`src/rtl/mdio_pkg.sv`:
```
// Shared types and constants for the Clause-22 MDIO responder.
package mdio_pkg;

  typedef enum logic [2:0] {
    PRE,
    ST,
    OP,
    PHYAD,
    REGAD,
    TA,
    DATA_RD,
    DATA_WR
  } mdio_state_e;

  localparam logic [1:0] MDIO_ST    = 2'b01;
  localparam logic [1:0] MDIO_OP_RD = 2'b10;
  localparam logic [1:0] MDIO_OP_WR = 2'b01;
  localparam int         MDIO_DW    = 16;
  localparam int         MDIO_AW    = 5;

endpackage

```
`src/rtl/mdio_sync_edge.sv`:
```
// Multi-flop synchronizer for one asynchronous bit, with rise/fall pulses
// derived from the last two synchronized samples.
module mdio_sync_edge #(
  parameter int SYNC_STG = 2
) (
  input  logic mclk,
  input  logic reset,
  input  logic d,
  output logic q,
  output logic rise,
  output logic fall
);

  logic [SYNC_STG-1:0] sr;
  logic                prev;

  always_ff @(posedge mclk or posedge reset) begin
    if (reset) begin
      sr   <= '0;
      prev <= 1'b0;
    end else begin
      sr   <= {sr[SYNC_STG-2:0], d};
      prev <= sr[SYNC_STG-1];
    end
  end

  assign q    = sr[SYNC_STG-1];
  assign rise = q & ~prev;
  assign fall = ~q & prev;

endmodule

```
`src/rtl/mdio_slave_resp.sv`:
```
// Clause-22 MDIO responder: decodes frames on oversampled MDC/MDIO, issues
// register-bank strobes and drives read data back on MDC falling edges.
module mdio_slave_resp
  import mdio_pkg::*;
#(
  parameter int PRE_LEN  = 32,
  parameter int SYNC_STG = 2
) (
  input  logic               mclk,
  input  logic               reset,
  input  logic [MDIO_AW-1:0] cfg_phy_addr,
  input  logic               mdio_clk,
  input  logic               mdio_in,
  output logic               mdio_out,
  output logic               mdio_out_en,
  output logic               reg_rd_req,
  output logic               reg_wr_en,
  output logic [MDIO_AW-1:0] reg_addr,
  output logic [MDIO_DW-1:0] reg_wdata,
  input  logic [MDIO_DW-1:0] reg_rd_data,
  output logic               frame_err,
  output logic               busy
);

  localparam logic [5:0] PRE_MAX = 6'(PRE_LEN);

  logic mdc_rise, mdc_fall, mdc_lvl_unused;
  logic din, din_rise_unused, din_fall_unused;

  mdio_sync_edge #(.SYNC_STG(SYNC_STG)) u_mdc_sync (
    .mclk(mclk), .reset(reset), .d(mdio_clk),
    .q(mdc_lvl_unused), .rise(mdc_rise), .fall(mdc_fall)
  );

  mdio_sync_edge #(.SYNC_STG(SYNC_STG)) u_mdio_sync (
    .mclk(mclk), .reset(reset), .d(mdio_in),
    .q(din), .rise(din_rise_unused), .fall(din_fall_unused)
  );

  mdio_state_e        state;
  logic [3:0]         bit_cnt;
  logic [5:0]         pre_cnt;
  logic               op_hi, is_read, ignore, last_bit, wr_pend;
  logic [MDIO_AW-2:0] phy_sr;
  logic [MDIO_DW-2:0] rx_sr;
  logic [MDIO_DW-1:0] tx_sr;
  logic [1:0]         rd_pipe;

  always_ff @(posedge mclk or posedge reset) begin
    if (reset) begin
      state       <= PRE;
      bit_cnt     <= '0;
      pre_cnt     <= '0;
      op_hi       <= 1'b0;
      is_read     <= 1'b0;
      ignore      <= 1'b0;
      last_bit    <= 1'b0;
      wr_pend     <= 1'b0;
      phy_sr      <= '0;
      rx_sr       <= '0;
      tx_sr       <= '0;
      rd_pipe     <= '0;
      mdio_out    <= 1'b0;
      mdio_out_en <= 1'b0;
      reg_rd_req  <= 1'b0;
      reg_wr_en   <= 1'b0;
      reg_addr    <= '0;
      reg_wdata   <= '0;
      frame_err   <= 1'b0;
      busy        <= 1'b0;
    end else begin
      reg_rd_req <= 1'b0;
      frame_err  <= 1'b0;
      wr_pend    <= 1'b0;
      reg_wr_en  <= wr_pend;
      // Read data is valid two mclk after the request pulse.
      rd_pipe    <= {rd_pipe[0], reg_rd_req};
      if (rd_pipe[1]) tx_sr <= reg_rd_data;

      if (mdc_rise) begin
        case (state)
          PRE: begin
            if (din) begin
              if (pre_cnt != PRE_MAX) pre_cnt <= pre_cnt + 6'd1;
            end else if (pre_cnt == PRE_MAX) begin
              state   <= ST;
              busy    <= 1'b1;
              ignore  <= 1'b0;
              pre_cnt <= '0;
            end else begin
              pre_cnt <= '0;
            end
          end
          ST: begin
            if ({1'b0, din} == MDIO_ST) begin
              state   <= OP;
              bit_cnt <= '0;
            end else begin
              frame_err <= 1'b1;
              state     <= PRE;
              busy      <= 1'b0;
            end
          end
          OP: begin
            if (bit_cnt == 4'd0) begin
              op_hi   <= din;
              bit_cnt <= 4'd1;
            end else if ({op_hi, din} == MDIO_OP_RD || {op_hi, din} == MDIO_OP_WR) begin
              is_read <= ({op_hi, din} == MDIO_OP_RD);
              state   <= PHYAD;
              bit_cnt <= '0;
            end else begin
              frame_err <= 1'b1;
              state     <= PRE;
              busy      <= 1'b0;
            end
          end
          PHYAD: begin
            phy_sr <= {phy_sr[MDIO_AW-3:0], din};
            if (bit_cnt == 4'd4) begin
              ignore  <= ({phy_sr, din} != cfg_phy_addr);
              state   <= REGAD;
              bit_cnt <= '0;
            end else begin
              bit_cnt <= bit_cnt + 4'd1;
            end
          end
          REGAD: begin
            reg_addr <= {reg_addr[MDIO_AW-2:0], din};
            if (bit_cnt == 4'd4) begin
              reg_rd_req <= is_read & ~ignore;
              state      <= TA;
              bit_cnt    <= '0;
            end else begin
              bit_cnt <= bit_cnt + 4'd1;
            end
          end
          TA: begin
            if (is_read) begin
              if (bit_cnt == 4'd0) begin
                bit_cnt <= 4'd1;
              end else begin
                state    <= DATA_RD;
                bit_cnt  <= '0;
                last_bit <= 1'b0;
              end
            end else if (bit_cnt == 4'd0 && din) begin
              bit_cnt <= 4'd1;
            end else if (bit_cnt == 4'd1 && !din) begin
              state   <= DATA_WR;
              bit_cnt <= '0;
            end else begin
              frame_err <= ~ignore;
              state     <= PRE;
              busy      <= 1'b0;
            end
          end
          DATA_RD: begin
            if (bit_cnt == 4'd15) last_bit <= 1'b1;
            else bit_cnt <= bit_cnt + 4'd1;
          end
          DATA_WR: begin
            rx_sr <= {rx_sr[MDIO_DW-3:0], din};
            if (bit_cnt == 4'd15) begin
              reg_wdata <= {rx_sr, din};
              wr_pend   <= ~ignore;
              state     <= PRE;
              busy      <= 1'b0;
            end else begin
              bit_cnt <= bit_cnt + 4'd1;
            end
          end
          default: begin
            state <= PRE;
            busy  <= 1'b0;
          end
        endcase
      end else if (mdc_fall) begin
        // The bus is taken on the fall after TA1 and released on the fall after data bit 16.
        if (state == TA && is_read && bit_cnt == 4'd1 && !ignore) begin
          mdio_out_en <= 1'b1;
          mdio_out    <= 1'b0;
        end else if (state == DATA_RD) begin
          if (last_bit) begin
            mdio_out_en <= 1'b0;
            mdio_out    <= 1'b0;
            state       <= PRE;
            busy        <= 1'b0;
          end else begin
            mdio_out_en <= ~ignore;
            mdio_out    <= tx_sr[MDIO_DW-1] & ~ignore;
            tx_sr       <= {tx_sr[MDIO_DW-2:0], 1'b0};
          end
        end
      end
    end
  end

endmodule
```
`config.mk`:
```
export PLATFORM = sky130hd
export DESIGN_NAME = mdio_slave_resp
export DESIGN_NICKNAME = d
export VERILOG_FILES = /design/src/rtl/mdio_pkg.sv /design/src/rtl/mdio_sync_edge.sv /design/src/rtl/mdio_slave_resp.sv
export SDC_FILE = /design/constraint.sdc
export NUM_CORES = 1
export LEC_CHECK = 0
export ABC_AREA = 1
export CAP_MARGIN = 5
export CORE_AREA = 10 10 131 85
export DETAILED_ROUTE_END_ITERATION = 8
export DIE_AREA = 0 0 141 95
export GPL_TIMING_DRIVEN = 0
export PLACE_DENSITY = 0.72
export SYNTH_ARGS = -nofsm -noshare
export SYNTH_HDL_FRONTEND = slang
export SYNTH_HIERARCHICAL = 1
export SYNTH_SLANG_ARGS = --single-unit
```
`constraint.sdc`:
```
create_clock -name mclk -period 7.35 [get_ports mclk]
set_input_delay 1.47 -clock mclk [delete_from_list [all_inputs] [get_ports mclk]]
set_output_delay 1.47 -clock mclk [all_outputs]
set_load 0.01 [all_outputs]
```
==> out/results.ini <==
[global_routing]
grt_pass1_wl_mm=16.2
antenna_found_initial=0
gr-total-overflow=0
grt_max_degree=46
grt_pass1_vias=3291
grt_usage=0.148

[logic_synthesis]
netlist_area_um2=4230
syn_area_per_cell_um2=8.43
synthCells=501
synth_nets=532
ys_warn_count=6

[clock_network]
cts_buffer_depth=2
clock-sinks=87
holdBufCountCts=0
postCtsSetupBuffers=0
cts_root_buffer=clkbuf_16
tritoncts=done
clk-insertion-delay-late_ps=340
clkTransAtPathRegs_ps=60
cts_made_buffers=9
cts.repair.resized=0
cts_max_level=3

[run_status]
status=finished clean

[critical_path]
r2r-start=u_mdc_sync/sr[1]$_DFF_PP0_
path_class=flop to primary output
arrival_ps=1270
required_ps=5880
cp_max_fo=3
r2r_slack_ps=5560
endpoint_kind=primary output
cp_num_buf_inv=1
critPathLaunchType=flop
worst_path_largest_cell_delay_ps=560
regToRegEndpoint=ignore$_DFFE_PP0P_
worstPathCellList=clkdlybuf4s50_1
cpMaxStageDelayCell=clkdlybuf4s50_1
ff2ff_path_depth=9
worst_path_dominant_cell_family=buffers and inverters

[run]
drv_cap=0

[timing]
hold_viol_final=0
setup_tns_ps=0
fin_crit_sh=0.372
max_slew_margin=0.671
fmax_mhz=366
worst_pin_slew_ps=493
rsz0062_at_grt=no
drv_slew=0
fin_skew_ps=6.63
whs_ps=347
setup_violations=0
min_period_ps=2740

[layout]
final_cell_area_um2=5200
drive_gt1_frac=0.107
n_fill_cell=783
diodes=0
syn_to_final_growth_pct=23.1
fin_nets=595

[power]
pwr_density_cell_nw_per_um2=210
p_leak_nw=2.50
peakVddDrop_uv=125
power.total_mw=1.09

[worst_hold_path]
worstHoldStart=u_mdc_sync/sr[0]$_DFF_PP0_
holdPathEnd=u_mdc_sync/sr[1]$_DFF_PP0_
hold_path_depth=0
hp-class=flop to flop

[route]
drt-total-wl_mm=9.48
drc=0
final_antenna_net_count=0
drt-initial-drc-count=243
dr.pass1.iters=4
vias=3449
routedWlPerCell_um=13.8
viasPerCell=5.04

[die]
die_w_um=141
ios=52
die_h_um=95
dieArea_um2=13400
core_area_um2=8850
rows=27
start_util=0.477

[place]
portBuffers=51
gp_congestion=0.884
dpl_cell_area_um2=4900
hpwl_mm=7.14

==> state kept, by name (all words and copies together), names as in the netlist, 2 cells and up <==
register / count
rx_sr: 15
tx_sr: 16
bit_cnt: 4
reg_wdata: 16
reg_addr: 5
u_mdc_sync/sr: 2
state: 3
rd_pipe: 2
phy_sr: 4
u_mdio_sync/sr: 2
pre_cnt: 6
==> worst max path at each step <==
stage | from | endpoint | slack, ps | cells after the start
6_report | reg_addr[0]$_DFFE_PP0P_ | reg_addr[0] | 4610 | 1
3_3_place_gp | reset | reg_addr[3]$_DFFE_PP0P_ | 2470 | 2
3_5_place_dp | cfg_phy_addr[0] | ignore$_DFFE_PP0P_ | 4740 | 6
5_1_grt | reg_addr[2]$_DFFE_PP0P_ | reg_addr[2] | 4580 | 1
2_1_floorplan | reset | bit_cnt[0]$_DFFE_PP0P_ | 3770 | 1
4_1_cts | reg_addr[0]$_DFFE_PP0P_ | reg_addr[0] | 4590 | 1
==> report_power, final <==
group          switching (mW)  leakage [nW]  internal, mW  total, mW
Combinational          0.0823          1.24        0.0510      0.133
Sequential             0.0110          1.12         0.495      0.506
Clock                   0.188         0.135         0.265      0.453
Total                   0.281          2.50         0.811       1.09
==> per-layer routing <==
metal | global-route usage | up-vias | part of all wire
met5 | 0 | - | 0
met4 | 0.0402 | 0 | 0.010
met3 | 0.0466 | 16 | 0.061
met2 | 0.213 | 84 | 0.40
met1 | 0.210 | 1622 | 0.52
li1 | - | 1727 | -
==> cell type report <==
cell class,count,area [um^2],share of cell area
flip-flops and latches,87,2180,0.418
plain buffers,19,110,0.0212
repair buffers,52,531,0.102
multi-input cells,327,1680,0.323
clock buffers,10,229,0.0440
clock inverters,6,70.1,0.0135
inverters,68,263,0.0505
well taps,116,145,0.0279
==> stage by stage <==
stage / worst slack [ps] / util / instances
after global placement: 2470 / 0.551 / 668
final: 4610 / 0.588 / 685
after global routing: 4580 / 0.588 / 685
after detailed placement: 4740 / 0.554 / 669
after floorplan: 3770 / - / 501
after CTS: 4590 / 0.588 / 685
==> cells in the final DEF (no fill, tap or decap), types with 3 or more instances in the layout <==
master,instances
nor2_4,3
clkbuf_16,9
buf_2,9
clkdlybuf4s50_1,51
buf_6,3
dfrtp_1,87
o21ai_1,11
inv_2,7
nor2_2,3
clkbuf_1,5
xnor2_1,4
nand2_2,5
ha_1,6
clkinvlp_4,3
nand3_1,28
inv_1,59
a21oi_1,10
nand4_1,4
o21ai_0,70
xor2_1,6
o211ai_1,3
nand2_1,126
nor2_1,27
Power figures use the tool's default switching activity.
